--- src/rtl/vdp_vram_slot_arbiter.sv ---
// VRAM time-slot arbiter: 4-tick slots shared by display, CPU and command engine.
// Optional refresh slots are built in when IKA9958_VRAM_REFRESH_EN is defined.
module vdp_vram_slot_arbiter #(
  parameter int unsigned AW             = 17,
  parameter int unsigned CMD_MAXWAIT    = 8,
  parameter int unsigned REFRESH_PERIOD = 64
) (
  input  logic          i_XTAL1,
  input  logic          i_RST_n,
  input  logic          i_XTAL_NCEN,
  input  logic          i_DISP_REQ,
  input  logic [AW-1:0] i_DISP_ADDR,
  output logic          o_DISP_ACK,
  input  logic          i_CPU_REQ,
  input  logic          i_CPU_WE,
  input  logic [AW-1:0] i_CPU_ADDR,
  input  logic [7:0]    i_CPU_WDATA,
  output logic          o_CPU_ACK,
  input  logic          i_CMD_REQ,
  input  logic          i_CMD_WE,
  input  logic [AW-1:0] i_CMD_ADDR,
  input  logic [7:0]    i_CMD_WDATA,
  output logic          o_CMD_ACK,
  output logic [7:0]    o_RDATA,
  output logic          o_VRAM_CS,
  output logic          o_VRAM_WE,
  output logic [AW-1:0] o_VRAM_ADDR,
  output logic [7:0]    o_VRAM_DOUT,
  input  logic [7:0]    i_VRAM_DIN,
  output logic          o_REFRESH,
  output logic [2:0]    o_SLOT_OWNER
);

  localparam int unsigned SCW = 8;
  localparam logic [2:0] OWN_IDLE = 3'd0;
  localparam logic [2:0] OWN_DISP = 3'd1;
  localparam logic [2:0] OWN_CPU  = 3'd2;
  localparam logic [2:0] OWN_CMD  = 3'd3;
  localparam logic [2:0] OWN_REFR = 3'd4;

  if (REFRESH_PERIOD < 2 || CMD_MAXWAIT < 1 || CMD_MAXWAIT > 255) begin : g_param_check
    $error("vdp_vram_slot_arbiter: parameter out of range");
  end

  logic [1:0]     phase;
  logic [SCW-1:0] starve_cnt;
  logic           refresh_pend;
  logic           tick_ph0_c;
  logic           tick_ph3_c;
  logic           cmd_starved_c;
  logic [2:0]     win_owner_c;
  logic [AW-1:0]  win_addr_c;
  logic           win_we_c;
  logic [7:0]     win_wdata_c;

  assign tick_ph0_c    = i_XTAL_NCEN && (phase == 2'd0);
  assign tick_ph3_c    = i_XTAL_NCEN && (phase == 2'd3);
  assign cmd_starved_c = starve_cnt >= SCW'(CMD_MAXWAIT);

  // Fixed-priority pick for the next slot; display is never delayed.
  always_comb begin
    win_owner_c = OWN_IDLE;
    win_addr_c  = '0;
    win_we_c    = 1'b0;
    win_wdata_c = '0;
    if (i_DISP_REQ) begin
      win_owner_c = OWN_DISP;
      win_addr_c  = i_DISP_ADDR;
    end else if (refresh_pend) begin
      win_owner_c = OWN_REFR;
    end else if (i_CMD_REQ && cmd_starved_c) begin
      win_owner_c = OWN_CMD;
      win_addr_c  = i_CMD_ADDR;
      win_we_c    = i_CMD_WE;
      win_wdata_c = i_CMD_WDATA;
    end else if (i_CPU_REQ) begin
      win_owner_c = OWN_CPU;
      win_addr_c  = i_CPU_ADDR;
      win_we_c    = i_CPU_WE;
      win_wdata_c = i_CPU_WDATA;
    end else if (i_CMD_REQ) begin
      win_owner_c = OWN_CMD;
      win_addr_c  = i_CMD_ADDR;
      win_we_c    = i_CMD_WE;
      win_wdata_c = i_CMD_WDATA;
    end
  end

`ifdef IKA9958_VRAM_REFRESH_EN
  localparam int unsigned RCW = $clog2(REFRESH_PERIOD);
  logic [RCW-1:0] slot_cnt;

  // A new pending request on wrap wins over a same-slot clear; it never stacks.
  always_ff @(posedge i_XTAL1) begin
    if (!i_RST_n) begin
      slot_cnt     <= '0;
      refresh_pend <= 1'b0;
    end else if (tick_ph0_c) begin
      if (slot_cnt == RCW'(REFRESH_PERIOD - 1)) begin
        slot_cnt     <= '0;
        refresh_pend <= 1'b1;
      end else begin
        slot_cnt     <= slot_cnt + RCW'(1);
        refresh_pend <= refresh_pend && (win_owner_c != OWN_REFR);
      end
    end
  end
`else
  assign refresh_pend = 1'b0;
`endif

  always_ff @(posedge i_XTAL1) begin
    if (!i_RST_n) begin
      phase        <= '0;
      starve_cnt   <= '0;
      o_DISP_ACK   <= 1'b0;
      o_CPU_ACK    <= 1'b0;
      o_CMD_ACK    <= 1'b0;
      o_RDATA      <= '0;
      o_VRAM_CS    <= 1'b0;
      o_VRAM_WE    <= 1'b0;
      o_VRAM_ADDR  <= '0;
      o_VRAM_DOUT  <= '0;
      o_REFRESH    <= 1'b0;
      o_SLOT_OWNER <= OWN_IDLE;
    end else begin
      o_DISP_ACK <= 1'b0;
      o_CPU_ACK  <= 1'b0;
      o_CMD_ACK  <= 1'b0;
      if (i_XTAL_NCEN) phase <= phase + 2'd1;

      // Slot start: latch winner and its operands for the whole slot.
      if (tick_ph0_c) begin
        o_SLOT_OWNER <= win_owner_c;
        o_VRAM_CS    <= win_owner_c != OWN_IDLE;
        o_VRAM_WE    <= win_we_c;
        o_VRAM_ADDR  <= win_addr_c;
        o_VRAM_DOUT  <= win_wdata_c;
        o_REFRESH    <= win_owner_c == OWN_REFR;
        if (!i_CMD_REQ || win_owner_c == OWN_CMD) starve_cnt <= '0;
        else if (starve_cnt != '1)               starve_cnt <= starve_cnt + SCW'(1);
      end

      // Slot end: release strobes, return data, acknowledge the owner.
      if (tick_ph3_c) begin
        o_VRAM_CS  <= 1'b0;
        o_VRAM_WE  <= 1'b0;
        o_REFRESH  <= 1'b0;
        o_DISP_ACK <= o_SLOT_OWNER == OWN_DISP;
        o_CPU_ACK  <= o_SLOT_OWNER == OWN_CPU;
        o_CMD_ACK  <= o_SLOT_OWNER == OWN_CMD;
        if (!o_VRAM_WE && (o_SLOT_OWNER inside {OWN_DISP, OWN_CPU, OWN_CMD}))
          o_RDATA <= i_VRAM_DIN;
      end
    end
  end

endmodule

--- config.mk ---
export PLATFORM = sky130hd
export DESIGN_NAME = vdp_vram_slot_arbiter
export DESIGN_NICKNAME = d
export VERILOG_FILES = /design/src/rtl/vdp_vram_slot_arbiter.sv
export SDC_FILE = /design/constraint.sdc
export NUM_CORES = 1
export LEC_CHECK = 0
export ABC_AREA = 1
export BUFFER_PORTS_ARGS = -buffer_cell sky130_fd_sc_hd__buf_2
export CAP_MARGIN = 20
export CORE_UTILIZATION = 51
export DETAILED_ROUTE_END_ITERATION = 16
export PLACE_DENSITY = 0.95
export SKIP_CTS_REPAIR_TIMING = 1
export SLEW_MARGIN = 5
export SYNTH_ARGS = -nofsm -noshare
export SYNTH_HDL_FRONTEND = slang
export SYNTH_SLANG_ARGS = --single-unit
--- constraint.sdc ---
create_clock -name i_XTAL1 -period 3.5 [get_ports i_XTAL1]
set_input_delay 0.35 -clock i_XTAL1 [delete_from_list [all_inputs] [get_ports i_XTAL1]]
set_output_delay 0.35 -clock i_XTAL1 [all_outputs]
set_load 0.005 [all_outputs]
After elaboration in Yosys (flattened, before gate mapping) --
Index checks and enable logic that the tools add are counted.
Storage, ports and cells: register bits after elaboration 52, word-level logic and storage cells 56
Cells by class: add/subtract/negate cells 2, $lt $le $gt $ge 1, equal/unequal tests 7, muxes and demuxes 18, bitwise operators 1, reduce and logical (&&, ||, !) cells 15
Operators by type and width (count):
- 17-bit 2-to-1 mux | 4
- 8-bit 2-to-1 mux | 6
- 3-bit by 2-bit equality test with 1-bit output, second input constant | 3
- 8-bit by 1-bit adder with 8-bit output, second input constant | 1
- 8-bit by 4-bit greater-or-equal comparator with 1-bit output, second input constant | 1
- 8-bit != test, second input constant | 1
- 2-bit 2-to-1 mux | 3
- 2-bit AND reduction | 3
- 3-bit nonzero test | 2
- 1-bit logical AND | 4
- 1-bit 2-to-1 mux | 4
- 3-bit by 1-bit equality test with 1-bit output, second input constant | 1
- 3-bit equality test, second input constant | 1
- 3-bit 2-to-1 mux | 1
- 2-bit by 1-bit adder with 2-bit output, second input constant | 1
- 2-bit equality test, second input constant | 1
- 1-bit zero test | 2
- 2-bit zero test | 1
- 2-bit nonzero test | 1
- 2-bit OR reduction | 1
- 1-bit logical OR | 1
- 1-bit NOT | 1

Logic depth before layout (Yosys ltp) --
Gate-level depths: netlist (run 1).
depth after elaboration 8, depth in mapped cells 10, gate-level depth less buffers 10

Worst setup path before layout (run 1) --
OpenSTA, ideal clock, no wires.
kind register -> register, start register starve_cnt[0], end register starve_cnt[5], arrival time 1.343 ns, data required time 3.430 ns, slack 2.087 ns, cell stages (with the launch flop) 10, buffers on the path 0, period minus slack after synthesis 1.413 ns, cells stage by stage dfxtp_1 ha_1 nand2_1 nor2_4 nand3_4 inv_2 nand3_4 nand2_2 nand2_1 a21oi_2
Between the ends: longest elaborated chain between the ends 8
Ends and longest elaborated chain:
- from (decl) | RTL line 46 | logic [SCW-1:0] starve_cnt;
- from (signal assigned) | RTL line 141 | else if (starve_cnt != '1) starve_cnt <= starve_cnt + SCW'(1);
- 8-bit by 4-bit greater-or-equal comparator with 1-bit output | RTL line 58 | assign cmd_starved_c = starve_cnt >= SCW'(CMD_MAXWAIT);
- 1-bit logical AND | RTL line 71 | end else if (i_CMD_REQ && cmd_starved_c) begin
- 2-bit 2-to-1 mux | RTL line 71
- 3-bit 2-to-1 mux | RTL line 66 | if (i_DISP_REQ) begin
- 3-bit by 2-bit equality test with 1-bit output | RTL line 140 | if (!i_CMD_REQ || win_owner_c == OWN_CMD) starve_cnt <= '0;
- 1-bit logical OR | RTL line 140
- 2-bit nonzero test (no source line)
- 2-bit AND reduction (no source line)
Parallel ways exist; a longest one is shown, timed or not. The select of a mux whose other input is x is not followed. A chain may end at the register's enable or synchronous reset.

Final worst setup path (run 1) --
start register phase[0], end register starve_cnt[1]
Between the ends: longest elaborated chain between the ends 3
Ends and longest elaborated chain:
- from (decl) | RTL line 45 | logic [1:0] phase;
- from (signal assigned) | RTL line 130 | if (i_XTAL_NCEN) phase <= phase + 2'd1;
- 2-bit zero test | RTL line 56 | assign tick_ph0_c = i_XTAL_NCEN && (phase == 2'd0);
- 1-bit logical AND | RTL line 56
- 2-bit AND reduction (no source line)
Every way passes these cells.

==> results of run 1 <==
[power by group]
group | internal [uW] | switching, uW | leakage [uW]
Combinational | 105 | 141 | 0.00121
Clock | 163 | 199 | 0.0000514
Sequential | 596 | 18.5 | 0.000407
[routing by layer]
| layer | GRT usage (%) | up-vias | part of all wire [%] |
|---|---|---|---|
| li1 | - | 1499 | - |
| met1 | 31.28 | 1357 | 41 |
| met2 | 46.45 | 137 | 49 |
| met3 | 6.467 | 17 | 8.1 |
| met4 | 11.92 | 0 | 2.2 |
| met5 | 0 | - | 0 |
[worst register-to-register path: stages, from the launching register on]
cell	delay (ns)
dfxtp_1	0.38
inv_1	0.06
ha_1	0.20
nand2_2	0.47
inv_2	0.41
nand2_1	0.21
nand3b_1	0.12
a21oi_1	0.06
[state kept, by name, indices dropped and copies added, names as in the netlist]
signal / count
o_VRAM_CS: 1
o_DISP_ACK: 1
o_CMD_ACK: 1
o_VRAM_WE: 1
phase: 2
o_RDATA: 8
o_SLOT_OWNER: 2
o_VRAM_DOUT: 8
o_CPU_ACK: 1
starve_cnt: 8
o_VRAM_ADDR: 17
[through the flow]
| step | hold slack (ns) | cells |
|---|---|---|
| finish | 0.2581 | 566 |
| global route | 0.2603 | 566 |
| CTS | 0.2488 | 566 |
| detailed placement | 0.4620 | 558 |
| global placement | 0.4495 | 558 |
| floorplan | 0.4618 | 389 |
[cell type report]
cell class	count	share of cell area [%]
tap	70	2.527
sequential	50	28.88
multi-input combinational	290	45.16
clock buffer	6	2.383
clock inverter	2	0.5054
timing repair buffer	123	17.83
inverter	25	2.708
[synthesized netlist by cell type, types with 3 or more instances]
| cell type | number | area share (%) |
|---|---|---|
| nand2_1 | 100 | 13 |
| nand3_1 | 61 | 11 |
| dfxtp_1 | 50 | 36 |
| nor2_1 | 25 | 3.4 |
| a21oi_1 | 20 | 3.6 |
| a21oi_2 | 20 | 6.3 |
| inv_1 | 20 | 2.7 |
| o21a_1 | 14 | 3.8 |
| o21ai_0 | 12 | 2.1 |
| buf_2 | 6 | 1.1 |
| clkbuf_1 | 6 | 0.81 |
| buf_4 | 5 | 1.3 |
| inv_2 | 5 | 0.67 |
| nand4_1 | 5 | 1.1 |
| buf_1 | 4 | 0.54 |
| ha_1 | 4 | 1.8 |
| nand2_2 | 4 | 0.90 |
| buf_6 | 3 | 1.2 |
| nor2_4 | 3 | 1.2 |
| nor3_1 | 3 | 0.54 |
[worst paths after layout]
kind	end	slack, ns	cells after the start
worst min register to register	o_VRAM_ADDR[2]	0.48	2
worst max register to register	starve_cnt[1]	1.45	7
worst max-delay path	starve_cnt[1]	1.45	7
worst min-delay path	o_RDATA[0]	0.26	3
[cells by family after synthesis]
group,share of synthesized area (%)
and+or+nand+nor,35.90
AOI/OAI and AO/OA,17.41
buffers and inverters,8.326
DFF,35.81
adders and majority gates,1.791
other,0.1342
xor gates and xnor gates,0.6268
==> impl_metrics.json, run 1 <==
{
  "firstDrtPassIters": 4,
  "relSlewSlack_pct": 46.73,
  "finalCriticalPeriod_ns": 2.054,
  "crit_fanout": 32,
  "cts_buffers": 5,
  "critPathTopFamily": "simple AND/OR/NAND/NOR gates",
  "final_cell_mix": "buf_2 (122), nand2_1 (100), nand3_1 (61), dfxtp_1 (50), nor2_1 (25)",
  "coreArea_mm2": 0.005205,
  "fin_nets": 582,
  "hold_start": "i_VRAM_DIN[0]",
  "cts_buffer_depth": 2,
  "die_h_um": 76.03,
  "ys.flop_type": "dfxtp_1",
  "multiInputGateArea_mm2": 0.001565,
  "vias_per_cell": 5.318,
  "clockRootBuffer": "clkbuf_8",
  "critPathLaunchType": "register",
  "path_buf_inv": 2,
  "worst_slack_ns": 1.446,
  "rows": 26,
  "synth_edf_count": 0,
  "vias": 3010,
  "synth_area_per_cell_um2": 7.204,
  "port_buffers": 122,
  "syn_inst": 388,
  "p_leak_uw": 0.001664,
  "finClkSkew_ns": 0.006305,
  "timing.fmax_mhz": 486.9,
  "drv_slew": 0,
  "slowest_delay_ns": 0.47,
  "place_area_mm2": 0.003366,
  "crit_arrival_ns": 2.22,
  "utilization_pct": 66.59,
  "seq_area_frac_synth_pct": 35.81,
  "cts_tree": "done",
  "grt.total_usage_pct": 26.78,
  "grt_max_degree": 34,
  "critPathKind": "reg2reg",
  "cts.clk_slew.worst_paths_ns": 0.09,
  "dp_slack_ns": 1.475,
  "status": "completed",
  "syn_area_mm2": 0.002795,
  "dp_hpwl_um": 5394,
  "cap_violations": 0,
  "cp-startpoint": "phase[0]",
  "clock-sinks": 50,
  "htreeDepth": 2,
  "ys_types": 35,
  "layout_commonest_cell": "buf_2",
  "ir_worst_vdd_mv": 0.2515,
  "die_w_um": 76.03,
  "n_fill_cell": 438,
  "wl_per_cell_um": 13.25,
  "initial_core_util_pct": 53.70,
  "ff_latch_area_mm2": 0.001001,
  "drive_above_1_share_pct": 35.08,
  "cp_cell_sequence": "inv_1 -> ha_1 -> nand2_2 -> inv_2 -> nand2_1 -> nand3b_1 -> a21oi_1",
  "reg2reg_from": "phase[0]",
  "drt_iter0_markers": 120,
  "place.gp.congestion": 0.8796,
  "power_uw": 1222,
  "powerDensity_mw_per_mm2": 352.7,
  "n_antenna_cell": 0,
  "tightest_slew_ns": 0.7982,
  "ant_nets": 0,
  "finalCritPeriodShare_pct": 58.68,
  "insertion_delay_ns": 0.31,
  "ys_async_sr_fraction_pct": 0,
  "rsz0062_at_grt": "false",
  "ys_warn_count": 0,
  "grt_pass1_wl_um": 12500,
  "cp_slowest_cell": "nand2_2",
  "critPathCaptureType": "register",
  "setup_tns_ns": 0,
  "io_pins": 125,
  "setup_viol": 0,
  "hold_viol_final": 0,
  "antenna_found_initial": 0,
  "drt-total-wl_um": 7500,
  "cp.required_ns": 3.66,
  "ys_ff_latch": 50,
  "min_path_type": "in2reg",
  "grt.overflow.total": 0,
  "stdcell_area_mm2": 0.003466,
  "grt_pass1_vias": 2799,
  "die_area_mm2": 0.005781,
  "drc": 0,
  "synthToLayoutAreaGrowth_pct": 23.99
}
Note: power is estimated with default switching activity, not from simulation.
==> inputs of run 2 (changes only) <==
--- a/config.mk
+++ b/config.mk
@@ -8,9 +8,9 @@
 export ABC_AREA = 1
 export BUFFER_PORTS_ARGS = -buffer_cell sky130_fd_sc_hd__buf_2
 export CAP_MARGIN = 20
-export CORE_UTILIZATION = 51
+export CORE_UTILIZATION = 43
 export DETAILED_ROUTE_END_ITERATION = 16
-export PLACE_DENSITY = 0.95
+export PLACE_DENSITY = 0.88
 export SKIP_CTS_REPAIR_TIMING = 1
 export SLEW_MARGIN = 5
 export SYNTH_ARGS = -nofsm -noshare
==> constraint.sdc (replaced) <==
create_clock -name i_XTAL1 -period 1.71 [get_ports i_XTAL1]
set_input_delay 0.171 -clock i_XTAL1 [delete_from_list [all_inputs] [get_ports i_XTAL1]]
set_output_delay 0.171 -clock i_XTAL1 [all_outputs]
set_load 0.005 [all_outputs]
==> impl_metrics.json, run 2 (synthesized netlist as in run 1, its figures left out) <==
{
  "status": "completed",
  "port_buffers": 122,
  "coreArea_mm2": 0.006314,
  "crit_fanout": 6,
  "setup_viol": 0,
  "min_path_type": "in2reg",
  "die_area_mm2": 0.006827,
  "met2_usage_pct": 41.40,
  "cp_cell_sequence": "ha_1 -> nand2_1 -> nor2_4 -> nand3_4 -> inv_2 -> nand3_4 -> nand2_2 -> nand2_1 -> a21oi_2",
  "antenna_found_initial": 0,
  "finClkSkew_ns": 0.01593,
  "finalCriticalPeriod_ns": 1.562,
  "place_area_mm2": 0.003465,
  "final_cells": 585,
  "io_pins": 125,
  "power_uw": 2495,
  "powerDensity_mw_per_mm2": 702.1,
  "cts_tree": "done",
  "slowest_delay_ns": 0.39,
  "htreeDepth": 2,
  "drt_iter0_markers": 200,
  "ir_worst_vdd_mv": 0.5274,
  "die_w_um": 82.63,
  "n_antenna_cell": 0,
  "insertion_delay_ns": 0.31,
  "cp.required_ns": 1.95,
  "critPathLaunchType": "register",
  "multiInputGateArea_mm2": 0.001565,
  "p_leak_uw": 0.001717,
  "wl_per_cell_um": 13.34,
  "finalCritPeriodShare_pct": 91.32,
  "largest_reg_flops": 17,
  "grt-busiest-layer": "met2",
  "cap_violations": 0,
  "cts_buffers": 5,
  "dp_hpwl_um": 5885,
  "hold_viol_final": 0,
  "cts_buffer_depth": 2,
  "cts.clk_slew.worst_paths_ns": 0.09,
  "grt_max_degree": 24,
  "fin_nets": 594,
  "rows": 29,
  "clock-sinks": 50,
  "critPathCaptureType": "register",
  "critPathKind": "reg2reg",
  "use_met3_pct": 4.176,
  "top_register": "o_VRAM_ADDR",
  "drc": 0,
  "grt_pass1_vias": 2664,
  "drive_above_1_share_pct": 36.81,
  "place.gp.congestion": 0.9219,
  "setup_tns_ns": 0,
  "layout_commonest_cell": "buf_2",
  "placed_cells": 577,
  "timing.fmax_mhz": 640.4,
  "final_cell_mix": "buf_2 (122), nand2_1 (100), nand3_1 (61), dfxtp_1 (49), nor2_1 (25)",
  "vias": 3051,
  "firstDrtPassIters": 4,
  "grt_pass1_wl_um": 12300,
  "n_fill_cell": 597,
  "synthToLayoutAreaGrowth_pct": 27.13,
  "met1_usage_pct": 29.27,
  "crit_arrival_ns": 1.80,
  "ant_nets": 0,
  "die_h_um": 82.63,
  "drv_slew": 0,
  "drt-total-wl_um": 7805,
  "rsz0062_at_grt": "false",
  "initial_core_util_pct": 44.27,
  "grt.overflow.total": 0,
  "clockRootBuffer": "clkbuf_8",
  "ff_latch_area_mm2": 0.001002,
  "stdcell_area_mm2": 0.003553,
  "vias_per_cell": 5.215,
  "grt.total_usage_pct": 23.64,
  "cp_slowest_cell": "dfxtp_2"
}
run 2: cell count changes in the layout (fill, tap and decap cells not counted):
| cell | delta |
|---|---|
| buf_4 | +12 |
| clkbuf_8 | -1 |
| clkinv_2 | +2 |
| clkinv_4 | -2 |
| dfxtp_1 | -1 |
| dfxtp_2 | +1 |
| inv_6 | +1 |
run 2: final cells by class:
class | instances | area share [%]
sequential | 50 | 28.20
multi-input combinational | 290 | 44.05
tap | 77 | 2.711
timing repair buffer | 135 | 19.93
clock inverter | 3 | 0.5282
clock buffer | 5 | 1.937
inverter | 25 | 2.641
run 2: per-stage QoR:
| step | util (%) | hold slack (ns) | setup WS (ns) |
|---|---|---|---|
| floorplan | - | 0.3059 | 0.2968 |
| global placement | 54.88 | 0.3929 | 0.1931 |
| detailed placement | 54.88 | 0.4033 | 0.1206 |
| CTS | 56.26 | 0.06890 | 0.09133 |
| global route | 56.28 | 0.07060 | 0.004218 |
| finish | 56.28 | 0.07743 | 0.1484 |
run 2: routing by layer:
layer / wire, um / up-vias
met5: 0 / -
met4: 121 / 0
met3: 544 / 11
met2: 3832 / 131
met1: 3306 / 1394
li1: - / 1515
run 2: report_power, final:
part	internal (uW)	switching (uW)	total [uW]
combinational	237	297	534
clock	289	414	703
sequential	1220	36.8	1260
total	1750	747	2490
run 2: worst paths after layout:
check                                    start              to  slack (ns)  depth (start not counted)
worst max-delay path             starve_cnt[0]   starve_cnt[6]        0.15                          9
worst min register to register  o_VRAM_ADDR[2]  o_VRAM_ADDR[2]        0.47                          2
worst min-delay path             i_VRAM_DIN[5]      o_RDATA[5]        0.08                          3
worst max register to register   starve_cnt[0]   starve_cnt[6]        0.15                          9
run 2: critical path, delay by kind of cell, from the launching register on:
kind | cells | cell delay, ns
fa+ha+maj | 1 | 0.24
compound gates | 1 | 0.13
flops | 1 | 0.39
simple gates | 6 | 0.64
buf+inv | 1 | 0.09
==> inputs of run 3 (changes only) <==
--- a/config.mk
+++ b/config.mk
@@ -5,12 +5,13 @@
 export SDC_FILE = /design/constraint.sdc
 export NUM_CORES = 1
 export LEC_CHECK = 0
-export ABC_AREA = 1
 export BUFFER_PORTS_ARGS = -buffer_cell sky130_fd_sc_hd__buf_2
 export CAP_MARGIN = 20
-export CORE_UTILIZATION = 43
+export CORE_ASPECT_RATIO = 1.1
+export CORE_UTILIZATION = 40
+export CTS_CLUSTER_DIAMETER = 30
 export DETAILED_ROUTE_END_ITERATION = 16
-export PLACE_DENSITY = 0.88
+export PLACE_DENSITY = 0.86
 export SKIP_CTS_REPAIR_TIMING = 1
 export SLEW_MARGIN = 5
 export SYNTH_ARGS = -nofsm -noshare
==> impl_metrics.json, run 3 <==
{
  "finalCritPeriodShare_pct": 102.8,
  "cp.required_ns": 1.95,
  "crit_fanout": 15,
  "n_antenna_cell": 0,
  "fin_nets": 477,
  "crit_arrival_ns": 2.00,
  "die_h_um": 82.26,
  "io_pins": 125,
  "die_area_mm2": 0.006166,
  "switching_share_pct": 26.34,
  "top_register": "o_VRAM_ADDR",
  "worst_slack_ns": -0.04741,
  "ys.flop_type": "dfxtp_1",
  "htreeDepth": 2,
  "ant_nets": 0,
  "clockPowerShare_pct": 31.4,
  "status": "complete, but fails checks",
  "critPathCaptureType": "register",
  "violations": "negative setup slack",
  "ir_worst_vdd_mv": 0.5717,
  "die_w_um": 74.96,
  "grt.total_usage_pct": 21.26,
  "drc": 0,
  "min_path_type": "in2reg",
  "grt.overflow.total": 0,
  "initial_core_util_pct": 42.58,
  "yosys.area.top_type_share_pct": 42.74,
  "cts_tree": "done",
  "synth_edf_count": 0,
  "yosys.area.top_type": "dfxtp_1",
  "whs_ns": 0.07981,
  "cts.clk_slew.worst_paths_ns": 0.09,
  "rsz0062_at_grt": "true",
  "synth_most_common_cell": "dfxtp_1",
  "critPathKind": "reg2reg",
  "cts_buffer_depth": 2,
  "stdcell_area_mm2": 0.003430,
  "firstDrtPassIters": 4,
  "ys_async_sr_fraction_pct": 0,
  "grt_pass1_wl_um": 9832,
  "critPathLaunchType": "register",
  "largest_reg_flops": 17,
  "port_buffers": 122,
  "drt-total-wl_um": 6880,
  "synth_area_per_cell_um2": 9.185,
  "insertion_delay_ns": 0.31,
  "place_area_mm2": 0.003158,
  "clock-sinks": 50,
  "final_cell_mix": "buf_2 (122), dfxtp_1 (48), nand2_1 (22), a22oi_1 (22), a22oi_2 (21)",
  "syn_inst": 255,
  "p_sw_uw": 687.9,
  "dp_hpwl_um": 5005,
  "vias": 2456,
  "setup_viol": 6,
  "place.gp.congestion": 0.8841,
  "p_leak_uw": 0.001520,
  "timing.fmax_mhz": 569.0,
  "drive_above_1_share_pct": 49.49,
  "powerDensity_mw_per_mm2": 761.4,
  "synth_area_leaders": "dfxtp_1 (43%), a22oi_1 (13%), mux2i_1 (6.4%)",
  "ys_ff_latch": 50,
  "clockRootBuffer": "clkbuf_8",
  "grt_max_degree": 26,
  "coreArea_mm2": 0.005500,
  "seq_area_frac_synth_pct": 42.74,
  "drv_slew": 0,
  "rows": 28,
  "netlist_top_cells_count": "dfxtp_1 (50), a22oi_1 (41), nand2_1 (23), o21ai_1 (19), mux2i_1 (15)",
  "layout_commonest_cell": "buf_2",
  "ys_types": 41,
  "ys_warn_count": 0,
  "antenna_found_initial": 0,
  "internal_power_uw": 1923,
  "synthToLayoutAreaGrowth_pct": 46.42,
  "combPwrFrac_pct": 20.2,
  "hold_viol_final": 0,
  "vias_per_cell": 5.282,
  "wl_per_cell_um": 14.80,
  "syn_area_mm2": 0.002342,
  "drt_iter0_markers": 89,
  "finClkSkew_ns": 0.01060,
  "cap_violations": 0,
  "power_frac_seq_pct": 48.3,
  "finalCriticalPeriod_ns": 1.757,
  "cts_buffers": 5,
  "grt_pass1_vias": 2164
}
run 3: final timing paths:
path                  startpoint              end  slack (ns)  depth (start not counted)
setup reg to reg   starve_cnt[6]  o_VRAM_ADDR[12]       -0.05                          7
setup / recovery   starve_cnt[6]  o_VRAM_ADDR[12]       -0.05                          7
hold reg to reg   o_VRAM_DOUT[6]   o_VRAM_DOUT[6]        0.45                          2
hold / removal    i_DISP_ADDR[5]   o_VRAM_ADDR[5]        0.08                          3
run 3: per-stage QoR:
| stage | instances | utilization, % | setup TNS [ns] | total power [uW] | setup WS (ns) |
|---|---|---|---|---|---|
| final | 465 | 62.35 | -0.09338 | 2611 | -0.04741 |
| after global routing | 465 | 62.35 | -1.047 | 2736 | -0.1064 |
| after CTS | 456 | 59.37 | -0.03282 | 2567 | -0.02429 |
| after detailed placement | 449 | 57.42 | -0.01757 | 1756 | -0.01757 |
| after global placement | 449 | 57.42 | 0 | 1740 | 0.04078 |
| after floorplan | 256 | - | -0.4850 | 1532 | -0.02660 |
run 3: layer usage:
metal  vias to the layer above  global-route usage, %  part of all wire (%)
li1                       1190                      -                     -
met1                      1139                  24.33                    41
met2                       119                  37.66                    51
met3                         8                  5.340                   6.9
met4                         0                  8.302                   1.5
met5                         -                      0                     0
run 3: final cells by class:
type,count,area (um^2)
timing repair buffer,147,855.8
multi-input combinational,178,1339
inverter,8,30.03
tap,75,93.84
clock buffer,5,68.82
sequential,50,1003
fill,452,2071
clock inverter,2,38.79
run 3: critical path, stage by stage (launching register included):
cell and delay [ns]:
dfxtp_2 0.34, or4_4 0.55, buf_6 0.16, o22ai_4 0.14
buf_12 0.18, buf_4 0.13, a22oi_2 0.04, o21ai_1 0.14
run 3: power groups by stage:
stage | sequential (uW) | clock (uW) | combinational (uW)
detailed placement | 1290 | 0 | 469
CTS | 1260 | 837 | 469
global route | 1270 | 889 | 577
finish | 1260 | 821 | 528
global placement | 1290 | 0 | 454
floorplan | 1290 | 0 | 245
run 3: kinds of logic (layout without fill, tap and decap cells):
kind of cell	Yosys count	count (layout)	share of synthesized area (%)
xor gates and xnor gates	2	2	0.7480
other	1	2	0.1601
and+or+nand+nor	67	67	14.90
adders and majority gates	4	4	2.137
buffers and inverters	28	162	6.570
muxes	15	15	6.410
DFF	50	50	42.74
AOI/OAI and AO/OA	88	88	26.34
